$ cat src/rtl/serv_seq_pkg.sv
// ---------------------------------------------------------------------------
// serv_seq_pkg
// Shared types and helpers for the bufreg2 sequencer (serv_bufreg2_seq).
//   state_e     : sequencer states IDLE, INIT, BUS, SHIFT, RUN, DONE
//   size_e      : data-bus access size encodings (byte, half, word)
//   sel_f       : byte-enable decode for a given size and address lsb
//   misalign_f  : misaligned-access detect (half on odd lsb, word on lsb != 0)
// ---------------------------------------------------------------------------
package serv_seq_pkg;

  typedef enum logic [2:0] {
    IDLE  = 3'd0,
    INIT  = 3'd1,
    BUS   = 3'd2,
    SHIFT = 3'd3,
    RUN   = 3'd4,
    DONE  = 3'd5
  } state_e;

  typedef enum logic [1:0] {
    SZ_B = 2'd0,
    SZ_H = 2'd1,
    SZ_W = 2'd2
  } size_e;

  // Byte enables; byte/half masks are shifted by lsb and truncated to 4 bits,
  // so a half access at lsb=3 only enables lane 3.
  function automatic logic [3:0] sel_f(input logic [1:0] size, input logic [1:0] lsb);
    logic [3:0] sel;
    case (size)
      SZ_B:    sel = 4'b0001 << lsb;
      SZ_H:    sel = 4'b0011 << lsb;
      SZ_W:    sel = 4'b1111;
      default: sel = 4'b1111;
    endcase
    return sel;
  endfunction

  function automatic logic misalign_f(input logic [1:0] size, input logic [1:0] lsb);
    logic mis;
    case (size)
      SZ_H:    mis = lsb[0];
      SZ_W:    mis = (lsb != 2'b00);
      default: mis = 1'b0;
    endcase
    return mis;
  endfunction

endpackage

$ cat src/rtl/serv_bufreg2_seq_if.sv
// ---------------------------------------------------------------------------
// serv_bufreg2_seq_if
// Data-bus handshake between the bufreg2 sequencer and the memory side.
//   cyc : bus request, held until ack          (master -> slave)
//   we  : write strobe, 1 = store              (master -> slave)
//   sel : byte enables                          (master -> slave)
//   ack : transfer acknowledge                  (slave -> master)
// ---------------------------------------------------------------------------
interface serv_bufreg2_seq_if;
  logic       cyc;
  logic       we;
  logic [3:0] sel;
  logic       ack;

  modport master (output cyc, output we, output sel, input ack);
  modport slave  (input cyc, input we, input sel, output ack);
endinterface

$ cat src/rtl/serv_seq_cnt.sv
// ---------------------------------------------------------------------------
// serv_seq_cnt
// Phase counter for the bufreg2 sequencer. Counts cycles inside a 32-bit
// phase and wraps naturally at NCYC (a power of two).
//   i_clk, i_rst_n : clock, asynchronous active-low reset
//   i_clr          : clear to 0 (has priority over i_en)
//   i_en           : advance by one
//   o_last         : current value is NCYC-1
//   o_cnt_next     : value the counter takes at the next edge
// ---------------------------------------------------------------------------
module serv_seq_cnt #(
  parameter int CW   = 2,
  parameter int NCYC = 4
) (
  input  logic          i_clk,
  input  logic          i_rst_n,
  input  logic          i_clr,
  input  logic          i_en,
  output logic          o_last,
  output logic [CW-1:0] o_cnt_next
);

  logic [CW-1:0] cnt_q;
  logic [CW-1:0] cnt_d;

  // Next count: clear wins, otherwise step when enabled.
  always_comb begin
    cnt_d = cnt_q;
    if (i_clr) begin
      cnt_d = {CW{1'b0}};
    end else if (i_en) begin
      cnt_d = cnt_q + {{(CW-1){1'b0}}, 1'b1};
    end else begin
      cnt_d = cnt_q;
    end
  end

  // Counter register.
  always_ff @(posedge i_clk or negedge i_rst_n) begin
    if (!i_rst_n) begin
      cnt_q <= {CW{1'b0}};
    end else begin
      cnt_q <= cnt_d;
    end
  end

  assign o_last     = (cnt_q == CW'(NCYC - 1));
  assign o_cnt_next = cnt_d;

endmodule

$ cat src/rtl/serv_bufreg2_seq.sv
// ---------------------------------------------------------------------------
// serv_bufreg2_seq
// Sequencer for the bit-serial buffer register (bufreg2). Runs one operation
// at a time: an INIT phase, then a data-bus handshake (loads/stores) or a
// wait on the shift down-counter (shifts), then a RUN phase that shifts the
// result out, and a one-cycle DONE pulse.
//
// Parameter: BITS_PER_CYCLE (1,2,4,8) datapath width per cycle.
// Build option: SERV_SEQ_MISALIGN_TRAP_EN -- when defined, misaligned
//   accesses skip the bus and raise o_misalign with o_done.
//
// Ports:
//   i_clk, i_rst_n        clock, asynchronous active-low reset
//   i_req                 start pulse (IDLE only)
//   i_mem_op/i_shift_op   operation class (mem has priority)
//   i_we, i_size,
//   i_addr_lsb            access attributes, latched with i_req
//   i_sh_done             bufreg2 shift counter wrapped
//   o_init/o_en/o_cnt_done/o_lsb/o_byte_valid/o_load   bufreg2 controls
//   o_rd_en               result shift-out phase
//   o_busy/o_done         status
//   o_misalign            trap pulse (trap build only)
//   dbus                  data-bus handshake (master side)
//
// All outputs except o_load are registered from the next-state decode so
// they line up with the state they describe. o_load must fire in the ack
// cycle itself, so it is decoded directly from the current state and ack.
// ---------------------------------------------------------------------------
module serv_bufreg2_seq
  import serv_seq_pkg::*;
#(
  parameter int BITS_PER_CYCLE = 8
) (
  input  logic       i_clk,
  input  logic       i_rst_n,
  input  logic       i_req,
  input  logic       i_mem_op,
  input  logic       i_shift_op,
  input  logic       i_we,
  input  logic [1:0] i_size,
  input  logic [1:0] i_addr_lsb,
  input  logic       i_sh_done,
  output logic       o_init,
  output logic       o_en,
  output logic       o_cnt_done,
  output logic [1:0] o_lsb,
  output logic       o_byte_valid,
  output logic       o_load,
  output logic       o_rd_en,
  output logic       o_busy,
  output logic       o_done,
`ifdef SERV_SEQ_MISALIGN_TRAP_EN
  output logic       o_misalign,
`endif
  serv_bufreg2_seq_if.master dbus
);

  localparam int LB   = $clog2(BITS_PER_CYCLE);
  localparam int NCYC = 32 / BITS_PER_CYCLE;
  localparam int CW   = ((5 - LB) > 1) ? (5 - LB) : 1;

  state_e        state_q, state_d;
  logic          mem_q, mem_d;
  logic          shift_q, shift_d;
  logic          we_q, we_d;
  logic [1:0]    size_q, size_d;
  logic [1:0]    lsb_q, lsb_d;

  logic          cnt_clr_s;
  logic          cnt_en_s;
  logic          cnt_last_s;
  logic [CW-1:0] cnt_next_s;
  logic [7:0]    lane_s;

  logic          init_q, init_d;
  logic          en_q, en_d;
  logic          cnt_done_q, cnt_done_d;
  logic [1:0]    olsb_q, olsb_d;
  logic          bv_q, bv_d;
  logic          rd_en_q, rd_en_d;
  logic          busy_q, busy_d;
  logic          done_q, done_d;
  logic          cyc_q, cyc_d;
  logic          dwe_q, dwe_d;
  logic [3:0]    sel_q, sel_d;
`ifdef SERV_SEQ_MISALIGN_TRAP_EN
  logic          mis_q, mis_d;
`endif

  // The counter restarts on every state change, so each phase counts from 0.
  assign cnt_clr_s = (state_d != state_q);
  assign cnt_en_s  = (state_q == INIT) || (state_q == RUN);

  serv_seq_cnt #(
    .CW   (CW),
    .NCYC (NCYC)
  ) u_cnt (
    .i_clk      (i_clk),
    .i_rst_n    (i_rst_n),
    .i_clr      (cnt_clr_s),
    .i_en       (cnt_en_s),
    .o_last     (cnt_last_s),
    .o_cnt_next (cnt_next_s)
  );

  // Next-state and operation-field latching.
  always_comb begin
    state_d = state_q;
    mem_d   = mem_q;
    shift_d = shift_q;
    we_d    = we_q;
    size_d  = size_q;
    lsb_d   = lsb_q;
    case (state_q)
      IDLE: begin
        if (i_req) begin
          state_d = INIT;
          mem_d   = i_mem_op;
          shift_d = i_shift_op;
          we_d    = i_we;
          size_d  = i_size;
          lsb_d   = i_addr_lsb;
        end else begin
          state_d = IDLE;
        end
      end
      INIT: begin
        if (cnt_last_s) begin
          if (mem_q) begin
`ifdef SERV_SEQ_MISALIGN_TRAP_EN
            if (misalign_f(size_q, lsb_q)) begin
              state_d = DONE;
            end else begin
              state_d = BUS;
            end
`else
            state_d = BUS;
`endif
          end else if (shift_q) begin
            state_d = SHIFT;
          end else begin
            state_d = DONE;
          end
        end else begin
          state_d = INIT;
        end
      end
      BUS: begin
        if (dbus.ack) begin
          state_d = we_q ? DONE : RUN;
        end else begin
          state_d = BUS;
        end
      end
      SHIFT: begin
        if (i_sh_done) begin
          state_d = RUN;
        end else begin
          state_d = SHIFT;
        end
      end
      RUN: begin
        if (cnt_last_s) begin
          state_d = DONE;
        end else begin
          state_d = RUN;
        end
      end
      DONE:    state_d = IDLE;
      default: state_d = IDLE;
    endcase
  end

  // Output decode of the upcoming state; registered below.
  always_comb begin
    init_d     = 1'b0;
    en_d       = 1'b0;
    cnt_done_d = 1'b0;
    olsb_d     = 2'b00;
    bv_d       = 1'b0;
    rd_en_d    = 1'b0;
    done_d     = 1'b0;
    cyc_d      = 1'b0;
    dwe_d      = 1'b0;
    sel_d      = 4'b0000;
`ifdef SERV_SEQ_MISALIGN_TRAP_EN
    mis_d      = 1'b0;
`endif
    busy_d     = (state_d != IDLE);
    // Byte lane reached by the INIT shift: cnt*BITS_PER_CYCLE/8.
    lane_s     = (8'(cnt_next_s) * 8'(BITS_PER_CYCLE)) >> 3;
    case (state_d)
      INIT: begin
        init_d     = 1'b1;
        en_d       = 1'b1;
        cnt_done_d = (cnt_next_s == CW'(NCYC - 1));
        bv_d       = !mem_d || (lane_s >= {6'b000000, lsb_d});
      end
      BUS: begin
        cyc_d = 1'b1;
        dwe_d = we_d;
        sel_d = sel_f(size_d, lsb_d);
      end
      RUN: begin
        en_d       = 1'b1;
        rd_en_d    = 1'b1;
        cnt_done_d = (cnt_next_s == CW'(NCYC - 1));
        olsb_d     = (mem_d && !we_d) ? lsb_d : 2'b00;
      end
      DONE: begin
        done_d = 1'b1;
`ifdef SERV_SEQ_MISALIGN_TRAP_EN
        mis_d  = mem_d && misalign_f(size_d, lsb_d);
`endif
      end
      default: begin
        init_d = 1'b0;
      end
    endcase
  end

  // State, latched fields and registered outputs; reset clears everything,
  // which also drops dbus.cyc immediately on an asynchronous abort.
  always_ff @(posedge i_clk or negedge i_rst_n) begin
    if (!i_rst_n) begin
      state_q    <= IDLE;
      mem_q      <= 1'b0;
      shift_q    <= 1'b0;
      we_q       <= 1'b0;
      size_q     <= 2'b00;
      lsb_q      <= 2'b00;
      init_q     <= 1'b0;
      en_q       <= 1'b0;
      cnt_done_q <= 1'b0;
      olsb_q     <= 2'b00;
      bv_q       <= 1'b0;
      rd_en_q    <= 1'b0;
      busy_q     <= 1'b0;
      done_q     <= 1'b0;
      cyc_q      <= 1'b0;
      dwe_q      <= 1'b0;
      sel_q      <= 4'b0000;
`ifdef SERV_SEQ_MISALIGN_TRAP_EN
      mis_q      <= 1'b0;
`endif
    end else begin
      state_q    <= state_d;
      mem_q      <= mem_d;
      shift_q    <= shift_d;
      we_q       <= we_d;
      size_q     <= size_d;
      lsb_q      <= lsb_d;
      init_q     <= init_d;
      en_q       <= en_d;
      cnt_done_q <= cnt_done_d;
      olsb_q     <= olsb_d;
      bv_q       <= bv_d;
      rd_en_q    <= rd_en_d;
      busy_q     <= busy_d;
      done_q     <= done_d;
      cyc_q      <= cyc_d;
      dwe_q      <= dwe_d;
      sel_q      <= sel_d;
`ifdef SERV_SEQ_MISALIGN_TRAP_EN
      mis_q      <= mis_d;
`endif
    end
  end

  assign o_init       = init_q;
  assign o_en         = en_q;
  assign o_cnt_done   = cnt_done_q;
  assign o_lsb        = olsb_q;
  assign o_byte_valid = bv_q;
  assign o_rd_en      = rd_en_q;
  assign o_busy       = busy_q;
  assign o_done       = done_q;
  assign o_load       = (state_q == BUS) && dbus.ack && !we_q;
  assign dbus.cyc     = cyc_q;
  assign dbus.we      = dwe_q;
  assign dbus.sel     = sel_q;
`ifdef SERV_SEQ_MISALIGN_TRAP_EN
  assign o_misalign   = mis_q;
`endif

endmodule

$ cat src/flat_wrapper.sv
// flat-port wrapper written by rule: the top's interface ports become plain ports
module serv_bufreg2_seq_flat import serv_seq_pkg::*;
#(
  parameter int BITS_PER_CYCLE = 8
)
  (i_clk, i_rst_n, i_req, i_mem_op, i_shift_op, i_we, i_size, i_addr_lsb, i_sh_done, o_init, o_en, o_cnt_done, o_lsb, o_byte_valid, o_load, o_rd_en, o_busy, o_done, dbus_cyc, dbus_we, dbus_sel, dbus_ack);
  serv_bufreg2_seq_if dbus_i ();
  input  logic i_clk;
  input  logic i_rst_n;
  input  logic i_req;
  input  logic i_mem_op;
  input  logic i_shift_op;
  input  logic i_we;
  input  logic [1:0] i_size;
  input  logic [1:0] i_addr_lsb;
  input  logic i_sh_done;
  output logic o_init;
  output logic o_en;
  output logic o_cnt_done;
  output logic [1:0] o_lsb;
  output logic o_byte_valid;
  output logic o_load;
  output logic o_rd_en;
  output logic o_busy;
  output logic o_done;
  output wire logic [$bits(dbus_i.cyc)-1:0] dbus_cyc;
  output wire logic [$bits(dbus_i.we)-1:0] dbus_we;
  output wire logic [$bits(dbus_i.sel)-1:0] dbus_sel;
  input wire logic [$bits(dbus_i.ack)-1:0] dbus_ack;
  assign dbus_cyc = dbus_i.cyc;
  assign dbus_we = dbus_i.we;
  assign dbus_sel = dbus_i.sel;
  assign dbus_i.ack = dbus_ack;
  serv_bufreg2_seq #(.BITS_PER_CYCLE(BITS_PER_CYCLE)) u_core (.i_clk(i_clk), .i_rst_n(i_rst_n), .i_req(i_req), .i_mem_op(i_mem_op), .i_shift_op(i_shift_op), .i_we(i_we), .i_size(i_size), .i_addr_lsb(i_addr_lsb), .i_sh_done(i_sh_done), .o_init(o_init), .o_en(o_en), .o_cnt_done(o_cnt_done), .o_lsb(o_lsb), .o_byte_valid(o_byte_valid), .o_load(o_load), .o_rd_en(o_rd_en), .o_busy(o_busy), .o_done(o_done), .dbus(dbus_i));
endmodule
$ cat config.mk
export PLATFORM = sky130hd
export DESIGN_NAME = serv_bufreg2_seq_flat
export DESIGN_NICKNAME = d
export VERILOG_FILES = /design/src/rtl/serv_seq_pkg.sv /design/src/rtl/serv_bufreg2_seq_if.sv /design/src/rtl/serv_seq_cnt.sv /design/src/rtl/serv_bufreg2_seq.sv /design/src/flat_wrapper.sv
export SDC_FILE = /design/constraint.sdc
export NUM_CORES = 1
export LEC_CHECK = 0
export CORE_ASPECT_RATIO = 1.2
export CORE_MARGIN = 10
export CORE_UTILIZATION = 45
export DETAILED_ROUTE_END_ITERATION = 6
export GPL_ROUTABILITY_DRIVEN = 0
export HOLD_SLACK_MARGIN = 0.12
export PLACE_DENSITY_LB_ADDON = 0.1
export SLEW_MARGIN = 25
export SYNTH_ARGS = -nofsm -noshare
export SYNTH_HDL_FRONTEND = slang
export SYNTH_SLANG_ARGS = --single-unit
$ cat constraint.sdc
create_clock -name i_clk -period 5.3 [get_ports i_clk]
set_input_delay 0.795 -clock i_clk [delete_from_list [all_inputs] [get_ports i_clk]]
set_output_delay 0.795 -clock i_clk [all_outputs]
set_load 0.02 [all_outputs]
==> impl_metrics.py <==
metrics = {
    "worst_setup_path": {
        "crit_slowest_cell": "clkdlybuf4s50_1",
        "endpoint": "o_load",
        "path_common_cell": "clkdlybuf4s50_1",
        "r2r_start": "u_core.state_q[0]",
        "path_class": "in2out",
        "r2r_end": "u_core.o_byte_valid",
        "cpLargestDelayFamily": "buffers and inverters",
        "max_stage_delay_ns": 0.63,
        "cp_num_cells": 4,
        "endpoint_kind": "output port",
        "worstSetupStartpointType": "primary input",
        "cp.required_ns": 4.51,
        "reg2regPathDepth": 7,
        "worstPathMaxFanout": 3,
        "startpoint": "dbus_ack",
        "arrival_ns": 2.19,
        "reg2reg_slack_ns": 2.69,
        "crit_chain": "clkdlybuf4s50_1 > nand3b_1 > nor3_1 > clkdlybuf4s50_1",
        "crit_buf_inv": 2,
    },
    "timing": {
        "period_minus_slack_ns": 2.985,
        "fmax_mhz": 335.0,
        "fin_crit_sh": 0.5632,
        "holdWs_ns": 0.5547,
        "worst_pin_slew_ns": 0.8231,
        "relSlewSlack": 0.4489,
        "fin_skew_ns": 0.003008,
        "setup_tns_ns": 0,
        "hold_viol_final": 0,
        "drv_slew": 0,
        "finalSetupViolCount": 0,
        "rsz0062_at_grt": "false",
    },
    "power_and_ir_drop": {
        "power.total_mw": 0.8789,
        "p_leak_nw": 0.7186,
        "peakVddDrop_mv": 0.3314,
        "powerDensity_nw_per_um2": 547.5,
    },
    "logic_synthesis": {
        "yosysTopAreaCell": "dfrtp_1",
        "netlist_area_um2": 1310,
        "ys_warn_count": 0,
        "syn-mean-instance-area_um2": 10.65,
        "syn_inst": 123,
        "synth_edf_count": 0,
        "yosysMostFrequentCell": "dfrtp_1",
        "ys_seq_area_frac": 0.5158,
        "async_reset_ff_frac": 1.000,
        "synth_seq_cells": 27,
        "synth_nets": 138,
        "synth_cell_types": 37,
        "synth_top_area_frac": 0.5158,
        "synth_commonest_cells": "dfrtp_1, nand2_1, a21oi_1",
        "synthFlopType": "dfrtp_1",
        "synth.top_cells.by_area": "dfrtp_1, a21oi_1, mux2i_1",
    },
    "cts": {
        "cts.sinks": 27,
        "cts_tree": "built",
        "cts.htree.levels": 1,
        "cts-root-buf": "clkbuf_4",
        "cts_setup_buffers": 0,
        "post_cts_resized": 0,
        "ctsLongestPathBuffers": 2,
        "numCtsBuffers": 3,
        "ctsHoldBuffers": 0,
        "clk_latency_ns": 0.31,
        "clkTransAtPathRegs_ns": 0.13,
    },
    "floorplanning": {
        "core_um2": 2785,
        "dieWidth_um": 69.26,
        "initial_utilization": 0.4704,
        "die_area_um2": 5478,
        "die_h_um": 79.11,
        "pin_count": 28,
        "core.rowCount": 21,
    },
    "routing": {
        "route.vias.total": 991,
        "maxUsedRoutingLayer": "met4",
        "first_pass_iters": 4,
        "ant_nets": 0,
        "met3_length_um": 158,
        "dr_wl_met2_um": 1535,
        "wl_per_cell_um": 15.59,
        "met1Wirelength_um": 1176,
        "routed_wl_um": 2884,
        "drtIter0Drc": 63,
        "drc": 0,
        "viasPerCell": 5.357,
    },
    "grt": {
        "grt_pass1_vias": 1047,
        "grt_overflow": 0,
        "grt_use_total": 0.1075,
        "grt_max_degree": 28,
        "grt_antenna_before_repair": 0,
        "grt_pass1_wl_um": 4871,
    },
    "final_layout": {
        "nets": 167,
        "area_delta_synth_final_pct": 22.54,
        "drive_gt1_frac": 0.1126,
        "finalInstanceArea_um2": 1605,
        "antenna_cells": 0,
    },
    "flow_run": {
        "max_cap_violations": 0,
    },
    "placement": {
        "dpl.hpwl_um": 2270,
        "portBuffers": 27,
        "dpl-instance-area_um2": 1579,
    },
    "min_path": {
        "hold_start": "u_core.size_q[0]",
        "min_path_type": "reg2reg",
    },
    "outcome": {
        "status": "complete, no violations",
    },
}
registers in the layout, indices dropped and copies added (netlist names), 2 cells and up:
| name | count |
|---|---|
| u_core.dbus.sel | 4 |
| u_core.state_q | 3 |
| u_core.lsb_q | 2 |
| u_core.o_lsb | 2 |
| u_core.size_q | 2 |
| u_core.u_cnt.cnt_q | 2 |
routing by layer:
layer  global-route usage  vias up
met5                    0        -
met4              0.03629        0
met3              0.03483        2
met2               0.1941       18
met1               0.1154      487
li1                     -      484
cells in the final DEF, fill, tap and decap left out, types with 2 or more instances in the layout:
cell type        instances
inv_2                    2
a31oi_1                  3
dfrtp_1                 27
inv_1                   10
xnor2_1                  2
a21oi_1                 11
mux2_2                   3
nand2_1                 13
clkbuf_4                 3
nor2_1                   7
nand3_1                  3
a211oi_2                 2
nand3b_1                 3
o21ai_0                  5
clkdlybuf4s50_1         27
mux2i_1                  5
nor3_1                   2
ha_1                     3
worst min path at each step:
stage | slack, ns | end | depth (start not counted)
after floorplan | 0.50 | u_core.dbus.cyc | 0
after global placement | 0.53 | u_core.size_q[0] | 1
final | 0.55 | u_core.size_q[0] | 1
after CTS | 0.56 | u_core.size_q[0] | 1
after detailed placement | 0.53 | u_core.size_q[0] | 1
after global routing | 0.58 | u_core.size_q[0] | 1
power breakdown:
group | total (mW) | switching, mW | internal (mW)
combinational | 0.452 | 0.255 | 0.197
clock | 0.0847 | 0.0553 | 0.0294
sequential | 0.342 | 0.0649 | 0.278
total | 0.879 | 0.375 | 0.504
logic make-up after synthesis:
| family | after synthesis | synth area share |
|---|---|---|
| adder cells (fa/ha/maj) | 3 | 0.02866 |
| AND/OR/NAND/NOR | 37 | 0.1538 |
| flip-flops | 27 | 0.5158 |
| AO/OA/AOI/OAI | 29 | 0.1471 |
| XOR/XNOR | 2 | 0.01337 |
| buffers and inverters | 17 | 0.07736 |
| multiplexers | 8 | 0.06399 |
layout make-up:
class	count	area, um^2
Fill cell	260	1180
Sequential cell	27	675.6
Multi-Input combinational cell	79	533.0
Timing Repair Buffer	28	277.8
Inverter	13	50.05
Tap cell	34	42.54
Clock buffer	4	26.28
per-stage QoR:
step	worst slack, ns	cells	utilization
3_3_place_gp	2.194	181	0.5669
4_1_cts	2.305	185	0.5764
2_1_floorplan	2.822	123	-
6_report	2.315	185	0.5764
3_5_place_dp	2.108	181	0.5669
5_1_grt	2.161	185	0.5764
No activity file was read; power rests on OpenSTA's default activity.
